==> src/rtl/serial_demux_buf.sv <==
// Bit-serial packet receiver that routes each payload into one of N_CH shift FIFOs.
// Optional even parity on each packet: define SERIAL_DEMUX_PARITY_EN.
module serial_demux_buf #(
   parameter int ADDR_W = 2,
   parameter int DATA_W = 2,
   parameter int DEPTH  = 6
) (
   input  logic                                          clk,
   input  logic                                          rst_n,
   input  logic                                          start,
   input  logic                                          key0,
   input  logic                                          key1,
   input  logic                                          rd_en,
   input  logic [ADDR_W-1:0]                             rd_ch,
   output logic [DATA_W-1:0]                             rd_data,
   output logic                                          rd_valid,
   output logic [(2**ADDR_W)*DEPTH*(DATA_W+1)-1:0]       buf_o,
   output logic [(2**ADDR_W)*$clog2(DEPTH+1)-1:0]        count_o,
   output logic                                          busy_o,
   output logic                                          ovf_o,
   output logic                                          err_o
);

   localparam int unsigned N_CH = 2**ADDR_W;
   localparam int unsigned CW   = $clog2(DEPTH+1);
   localparam int unsigned SW   = DATA_W + 1;
`ifdef SERIAL_DEMUX_PARITY_EN
   localparam int unsigned P    = ADDR_W + DATA_W + 1;
`else
   localparam int unsigned P    = ADDR_W + DATA_W;
`endif
   localparam int unsigned BW   = $clog2(P+1);

   localparam logic [1:0] S_IDLE = 2'd0;
   localparam logic [1:0] S_RECV = 2'd1;
   localparam logic [1:0] S_DISP = 2'd2;

   logic [1:0]        state;
   logic [P-1:0]      pkt;
   logic [BW-1:0]     bcnt;
   logic              bit_v;
   logic [ADDR_W-1:0] wr_ch;
   logic [DATA_W-1:0] wr_data;
   logic              par_ok;
   logic              wr_en;

   logic [SW-1:0]     slot_q [N_CH][DEPTH];
   logic [SW-1:0]     slot_n [N_CH][DEPTH];
   logic [CW-1:0]     cnt_q  [N_CH];
   logic [CW-1:0]     cnt_n  [N_CH];
   logic              ovf_n;
   logic              pop_ok;
   logic [DATA_W-1:0] pop_data;

   assign bit_v   = key0 ^ key1;
   assign wr_ch   = pkt[P-1 -: ADDR_W];
   assign wr_data = pkt[P-1-ADDR_W -: DATA_W];
`ifdef SERIAL_DEMUX_PARITY_EN
   assign par_ok  = ~(^pkt);
`else
   assign par_ok  = 1'b1;
`endif
   assign wr_en   = (state == S_DISP) && par_ok;
   assign busy_o  = (state != S_IDLE);

   // Packet assembly: MSB-first shift, restart on start, one DISPATCH cycle per packet.
   always_ff @(posedge clk or negedge rst_n) begin
      if (!rst_n) begin
         state <= S_IDLE;
         pkt   <= '0;
         bcnt  <= '0;
      end else begin
         case (state)
            S_IDLE: begin
               if (start) begin
                  state <= S_RECV;
                  pkt   <= '0;
                  bcnt  <= '0;
               end
            end
            S_RECV: begin
               if (start) begin
                  pkt  <= '0;
                  bcnt <= '0;
               end else if (bit_v) begin
                  pkt  <= {pkt[P-2:0], key1};
                  bcnt <= bcnt + 1'b1;
                  if (bcnt == BW'(P-1))
                     state <= S_DISP;
               end
            end
            S_DISP: begin
               if (start) begin
                  state <= S_RECV;
                  pkt   <= '0;
                  bcnt  <= '0;
               end else begin
                  state <= S_IDLE;
               end
            end
            default: state <= S_IDLE;
         endcase
      end
   end

   // Per-channel next state: the pop is applied first so a same-cycle append never overflows.
   always_comb begin
      slot_n = slot_q;
      cnt_n  = cnt_q;
      ovf_n  = 1'b0;
      for (int unsigned c = 0; c < N_CH; c++) begin
         if (rd_en && (rd_ch == ADDR_W'(c)) && (cnt_q[c] != '0)) begin
            for (int unsigned s = 0; s < DEPTH-1; s++)
               slot_n[c][s] = slot_n[c][s+1];
            slot_n[c][DEPTH-1] = '0;
            cnt_n[c] = cnt_n[c] - 1'b1;
         end
         if (wr_en && (wr_ch == ADDR_W'(c))) begin
            if (cnt_n[c] == CW'(DEPTH)) begin
               for (int unsigned s = 0; s < DEPTH-1; s++)
                  slot_n[c][s] = slot_n[c][s+1];
               slot_n[c][DEPTH-1] = {wr_data, 1'b1};
               ovf_n = 1'b1;
            end else begin
               for (int unsigned s = 0; s < DEPTH; s++)
                  if (CW'(s) == cnt_n[c])
                     slot_n[c][s] = {wr_data, 1'b1};
               cnt_n[c] = cnt_n[c] + 1'b1;
            end
         end
      end
   end

   assign pop_ok   = rd_en && (cnt_q[rd_ch] != '0);
   assign pop_data = slot_q[rd_ch][0][SW-1:1];

   always_ff @(posedge clk or negedge rst_n) begin
      if (!rst_n) begin
         for (int unsigned c = 0; c < N_CH; c++) begin
            cnt_q[c] <= '0;
            for (int unsigned s = 0; s < DEPTH; s++)
               slot_q[c][s] <= '0;
         end
         rd_data  <= '0;
         rd_valid <= 1'b0;
         ovf_o    <= 1'b0;
      end else begin
         slot_q   <= slot_n;
         cnt_q    <= cnt_n;
         ovf_o    <= ovf_n;
         rd_valid <= pop_ok;
         if (pop_ok)
            rd_data <= pop_data;
      end
   end

`ifdef SERIAL_DEMUX_PARITY_EN
   always_ff @(posedge clk or negedge rst_n) begin
      if (!rst_n)
         err_o <= 1'b0;
      else
         err_o <= (state == S_DISP) && !par_ok;
   end
`else
   assign err_o = 1'b0;
`endif

   always_comb begin
      buf_o   = '0;
      count_o = '0;
      for (int unsigned c = 0; c < N_CH; c++) begin
         count_o[c*CW +: CW] = cnt_q[c];
         for (int unsigned s = 0; s < DEPTH; s++)
            buf_o[(c*DEPTH+s)*SW +: SW] = slot_q[c][s];
      end
   end

endmodule

==> config.mk <==
export PLATFORM = sky130hd
export DESIGN_NAME = serial_demux_buf
export DESIGN_NICKNAME = d
export VERILOG_FILES = /design/src/rtl/serial_demux_buf.sv
export SDC_FILE = /design/constraint.sdc
export NUM_CORES = 1
export LEC_CHECK = 0
export CORE_MARGIN = 2
export CORE_UTILIZATION = 55
export CTS_CLUSTER_DIAMETER = 200
export DETAILED_ROUTE_END_ITERATION = 7
export PLACE_DENSITY = 0.81
export SLEW_MARGIN = 20
export SYNTH_ARGS = -nofsm -noshare
export SYNTH_HDL_FRONTEND = slang
export SYNTH_SLANG_ARGS = --single-unit
export TNS_END_PERCENT = 20
==> constraint.sdc <==
create_clock -name clk -period 3.2 [get_ports clk]
set_input_delay 0.48 -clock clk [delete_from_list [all_inputs] [get_ports clk]]
set_output_delay 0.48 -clock clk [all_outputs]
set_load 0.03 [all_outputs]
== Yosys cells after proc, flatten, opt, wreduce, memory -nomap -nowiden ==
Cells that the tools add are included.
W data, S select, Z words.
Operators by class
  $add $sub $neg: 9
  $lt $le $gt $ge: 1
  equal/unequal tests: 39
  muxes and demuxes: 76
  bitwise gates (word level): 2
  reduce and logical (&&, ||, !) cells: 30
Operators with widths (count)
  $mux W18: 14
  $mux W3: 41
  $bmux W18 S2: 1
  $eq A2 B3 Y1 const A: 8
  $eq A3 B3 Y1 const A: 8
  $add A3 B1 Y3 const B: 5
  $reduce_bool A3 Y1: 5
  $logic_and A1 B1 Y1: 13
  $eq A1 B3 Y1 const A: 4
  $eq A3 B3 Y1 const B: 4
  $logic_not A3 Y1: 4
  $mux W4: 3
  $sub A3 B1 Y3 const B: 4
  $eq A2 B2 Y1 const B: 5
  $mux W1: 9
  $mux W2: 4
  $ne A2 B2 Y1 const B: 4
  $pmux W4 S2: 1
  $bmux W3 S2: 1
  $eq A2 B1 Y1 const B: 3
  $logic_not A2 Y1: 3
  $pmux W2 S3: 1
  $pmux W3 S2: 1
  $reduce_and A4 Y1: 1
  9 further kinds: 10
Word-level totals
  register bits: 97

== Logic depth before layout (Yosys ltp) ==
Gate-level depths: netlist (run 1).
  word-level depth: 13
  gate-level depth with buffers: 16

== Least setup slack after synthesis (run 1) ==
No wires, ideal clock.
  kind: reg2reg
  start point: register cnt_q, in the netlist count_o[6]
  end point: register slot_q, in the netlist buf_o[36]
  data arrival time: 3102 ps
  data required time: 3101 ps
  path slack: -2 ps
  cell stages (with the launch flop): 13
  buffers on the path: 1
  period minus slack after synthesis: 3202 ps
  cell sequence: dfrtp_1 inv_1 ha_1 nand2b_1 nand4_1 buf_2 o21ai_0 ha_1 or3b_1 mux2i_2 o2bb2ai_1 a211oi_1 a311oi_1
RTL lines
  start, declared: RTL line 49  | logic [CW-1:0] cnt_q [N_CH];
  start signal, assigned: RTL line 149  | cnt_q <= cnt_n;
  end signal, assigned: RTL line 148  | slot_q <= slot_n;
  end, declared: RTL line 47  | logic [SW-1:0] slot_q [N_CH][DEPTH];

==> results of run 1 <==
==> metrics by stage <==
step                setup WS [ns]  power, mW
detailed placement          0.109       4.13
CTS                         0.312       5.29
finish                      0.306       5.30
global placement            0.255       4.06
global route               0.0660       5.60
floorplan                  0.0338       3.31
==> sequential cells by signal (all words and copies together) (netlist names) <==
register	cells
buf_o	72
ovf_o	1
pkt	4
count_o	12
rd_valid	1
rd_data	2
state	2
bcnt	3
==> logic make-up after synthesis <==
group / after synthesis / synth area share, %
and+or+nand+nor: 220 / 17.9
AOI/OAI and AO/OA: 162 / 18.3
DFF: 97 / 37.9
muxes: 77 / 13.3
buffers and inverters: 72 / 5.51
adders and majority gates: 30 / 5.86
xor gates and xnor gates: 9 / 1.23
other: 1 / 0.0585
==> cell usage after synthesis, types with 7 or more instances <==
cell                        instances  area [µm²]
sky130_fd_sc_hd__xnor2_1            8        70.1
sky130_fd_sc_hd__nand4_1            8        50.1
sky130_fd_sc_hd__dfrtp_1           97        2430
sky130_fd_sc_hd__buf_2             16        80.1
sky130_fd_sc_hd__nand2_1           76         285
sky130_fd_sc_hd__nor2_1            54         203
sky130_fd_sc_hd__mux2i_1           50         500
sky130_fd_sc_hd__o21ai_0           26         130
sky130_fd_sc_hd__a221oi_1           7        61.3
sky130_fd_sc_hd__a21oi_1           31         155
sky130_fd_sc_hd__mux2_2            19         214
sky130_fd_sc_hd__o22ai_1           12        75.1
sky130_fd_sc_hd__ha_1              30         375
sky130_fd_sc_hd__inv_1             27         101
sky130_fd_sc_hd__nor3_1            21         105
sky130_fd_sc_hd__a21o_1             8        60.1
sky130_fd_sc_hd__clkbuf_1          14        52.6
sky130_fd_sc_hd__a2bb2oi_1          9        78.8
sky130_fd_sc_hd__o221ai_1           8        70.1
==> placed cells by master, fill, tap and decap left out, types with 4 or more instances in the layout <==
master / instances
sky130_fd_sc_hd__o21ai_0: 26
sky130_fd_sc_hd__ha_1: 30
sky130_fd_sc_hd__a22oi_1: 4
sky130_fd_sc_hd__o22ai_1: 12
sky130_fd_sc_hd__nand2_1: 76
sky130_fd_sc_hd__a22o_1: 6
sky130_fd_sc_hd__clkdlybuf4s50_1: 95
sky130_fd_sc_hd__a211oi_1: 6
sky130_fd_sc_hd__nand3_1: 6
sky130_fd_sc_hd__a221oi_1: 7
sky130_fd_sc_hd__a21oi_1: 31
sky130_fd_sc_hd__nor2b_1: 6
sky130_fd_sc_hd__nand2b_1: 5
sky130_fd_sc_hd__o32a_1: 4
sky130_fd_sc_hd__inv_1: 27
sky130_fd_sc_hd__o21a_1: 5
sky130_fd_sc_hd__o221ai_1: 8
sky130_fd_sc_hd__mux2i_1: 50
sky130_fd_sc_hd__a2bb2oi_1: 9
sky130_fd_sc_hd__clkbuf_16: 9
sky130_fd_sc_hd__or3_1: 4
sky130_fd_sc_hd__buf_4: 36
sky130_fd_sc_hd__nor3_1: 21
sky130_fd_sc_hd__o211a_1: 4
sky130_fd_sc_hd__nand4_1: 8
sky130_fd_sc_hd__dfrtp_1: 96
sky130_fd_sc_hd__nor4_1: 6
sky130_fd_sc_hd__or4_1: 5
sky130_fd_sc_hd__xnor2_1: 8
sky130_fd_sc_hd__nor2_1: 54
sky130_fd_sc_hd__o2bb2ai_1: 4
sky130_fd_sc_hd__a21o_1: 8
sky130_fd_sc_hd__nor2_2: 4
sky130_fd_sc_hd__mux2_2: 19
==> layer usage <==
metal	wire length [µm]	vias up
li1	-	2671
met1	7590	2842
met2	8410	253
met3	1100	27
met4	318	0
met5	0	-
==> power by group <==
part | switching [mW] | internal, mW
combinational | 1.53 | 1.03
sequential | 0.211 | 1.39
clock | 0.472 | 0.670
total | 2.21 | 3.09
==> how the worst max path moves through the flow <==
stage	from	endpoint	slack, ns	depth (start not counted)
after floorplan	count_o[7]	buf_o[36]	0.03	12
after global placement	rd_ch[1]	buf_o[46]	0.26	11
after detailed placement	rd_ch[0]	buf_o[36]	0.11	10
after CTS	count_o[6]	buf_o[46]	0.31	12
after global routing	count_o[6]	buf_o[47]	0.07	12
final	count_o[7]	buf_o[46]	0.31	12
==> worst max-delay path, cell delays in order, from the launching register on <==
cell and delay, ns:
sky130_fd_sc_hd__dfrtp_1 0.39, sky130_fd_sc_hd__inv_1 0.08, sky130_fd_sc_hd__ha_1 0.24, sky130_fd_sc_hd__nand2b_1 0.11
sky130_fd_sc_hd__nand4_1 0.16, sky130_fd_sc_hd__o21ai_0 0.40, sky130_fd_sc_hd__ha_1 0.26, sky130_fd_sc_hd__or3b_1 0.38
sky130_fd_sc_hd__mux2i_2 0.18, sky130_fd_sc_hd__buf_4 0.18, sky130_fd_sc_hd__nand2b_1 0.14, sky130_fd_sc_hd__o22ai_1 0.08
sky130_fd_sc_hd__a22oi_1 0.22
==> area by class of cell <==
| type | instances | area (µm²) | share of cell area (%) |
|---|---|---|---|
| multi-input combinational | 499 | 3620 | 45.9 |
| sequential | 97 | 2430 | 30.8 |
| timing repair buffer | 131 | 1220 | 15.5 |
| clock buffer | 14 | 274 | 3.47 |
| tap | 143 | 179 | 2.27 |
| inverter | 31 | 126 | 1.60 |
| clock inverter | 2 | 35.0 | 0.444 |
==> impl_metrics.ini, run 1 <==
[run_status]
result_of_the_run = finished, final reports clean

[synthesis]
yosys_warning_total = 0
ys_seq_area_share_pct = 37.9
synthesis.nets = 706
asyncSetResetFlopFracSynth_pct = 100
syn_avg_cell_area_um2 = 9.59
postSynthRegisterBits = 97
synth_enable_flop_cells = 0
synth-main-ff-cell = sky130_fd_sc_hd__dfrtp_1
syn-instance-count = 668
synthDistinctLibCells = 80
netlist_area_pre_place_mm2 = 0.00640

[power]
ir_worst_vdd_uv = 569
power.leakage_nw = 3.62
powerDensity_mw_per_mm2 = 672

[placed_design]
place_inst = 901
port-buffer-count = 96
placement.cell_area_mm2 = 0.00758
half_perimeter_wire_length_of_the_detailed_placement_result_um = 12500
gpl.final_weighted_congestion = 0.896

[layout]
n_fill_cell = 905
drive_gt1_share_pct = 13.2
final_cells = 917
nNetsFinal = 807
syn_to_final_growth_pct = 23.2
layout.cell_area.non_filler_mm2 = 0.00789
ant_cells = 0
fin_util_pct = 69.4

[setup_path]
cp.arrival_ns = 3.17
data_required_critical_path_ns = 3.47
cp-start-kind = flip-flop
crit-reg2reg-capture = buf_o[46]
crit_path_end_kind = flip-flop
r2r_slack_ns = 0.31
crit-reg2reg-launch = count_o[7]
r2r.worst_path.cells = 12
critical_path_class = flip-flop to flip-flop
cp_max_fo = 6

[floorplan]
die_area_mm2 = 0.0125
floorplan.initialDensity_pct = 56.3
die_span_in_y_um = 112
fp.dieW_um = 112
pin_count = 98
core-area_mm2 = 0.0114
placement_rows = 39

[drt]
initialDrtViolationCount = 428
drt_wl_total_um = 17400
drtPass1Iterations = 5
viasPerCell = 6.32
detail-route-antenna-nets = 0
remaining_drc_errors = 0
post_drt_wl_per_cell_um = 19.0
via_count = 5793

[sta]
rsz_0062_raised_after_global_routing = false
timing.max_slew.rel_slack_pct = 36.7
fin_worst_hold_slack_ns = 0.176
finalSetupViolCount = 0
tns_ns = 0
clock_skew_ns = 0.00911
fmaxAchievable_mhz = 346
report.final.hold_viol_count = 0
final_min_period_ns = 2.89
maxSlewViolCount = 0
worst_pin_slew_ns = 0.950
fin_crit_sh_pct = 90.4

[hold_path]
timing.hold.worst.class = input port to async pin

[grt]
grt_use_met3_pct = 4.95
largest_net_degree_at_the_start_of_global_routing = 55
number_of_global_route_vias_before_repair = 5700
grt_pass1_wl_um = 28600
antenna_found_initial = 0
globalRoute.busiestLayer = met2
globalRouteMet2Util_pct = 46.1
use_met1_pct = 38.3
globalRouteTotalUtil_pct = 28.2
global_route.overflow_total = 0

[cts]
clk_pin_slew_ns = 0.06
cts_made_buffers = 9
tritoncts = yes
cts.path.max_buffers = 2
ctsResizeCount = 0
post_cts_repair_setup_buffers = 0
clk-insertion-delay-late_ns = 0.36
cts_max_level = 3
cts.hold.buffers_added = 0
clockRootBuffer = sky130_fd_sc_hd__clkbuf_16
clkSinkCount = 97

[run]
max_cap_viol_count = 0
Power figures use the tool's default switching activity.
==> inputs of run 2 (changes only) <==
Settings changed: CTS_CLUSTER_SIZE from default to 16, GPL_TIMING_DRIVEN from default to 1.
==> results of run 2 <==
Same layout as run 1: the final DEF is identical, and so are final timing and power.
==> inputs of run 3 (changes only) <==
Settings changed: SLEW_MARGIN 20 to default.
==> results of run 3 <==
Same layout as run 1: the final DEF is identical, and so are final timing and power.
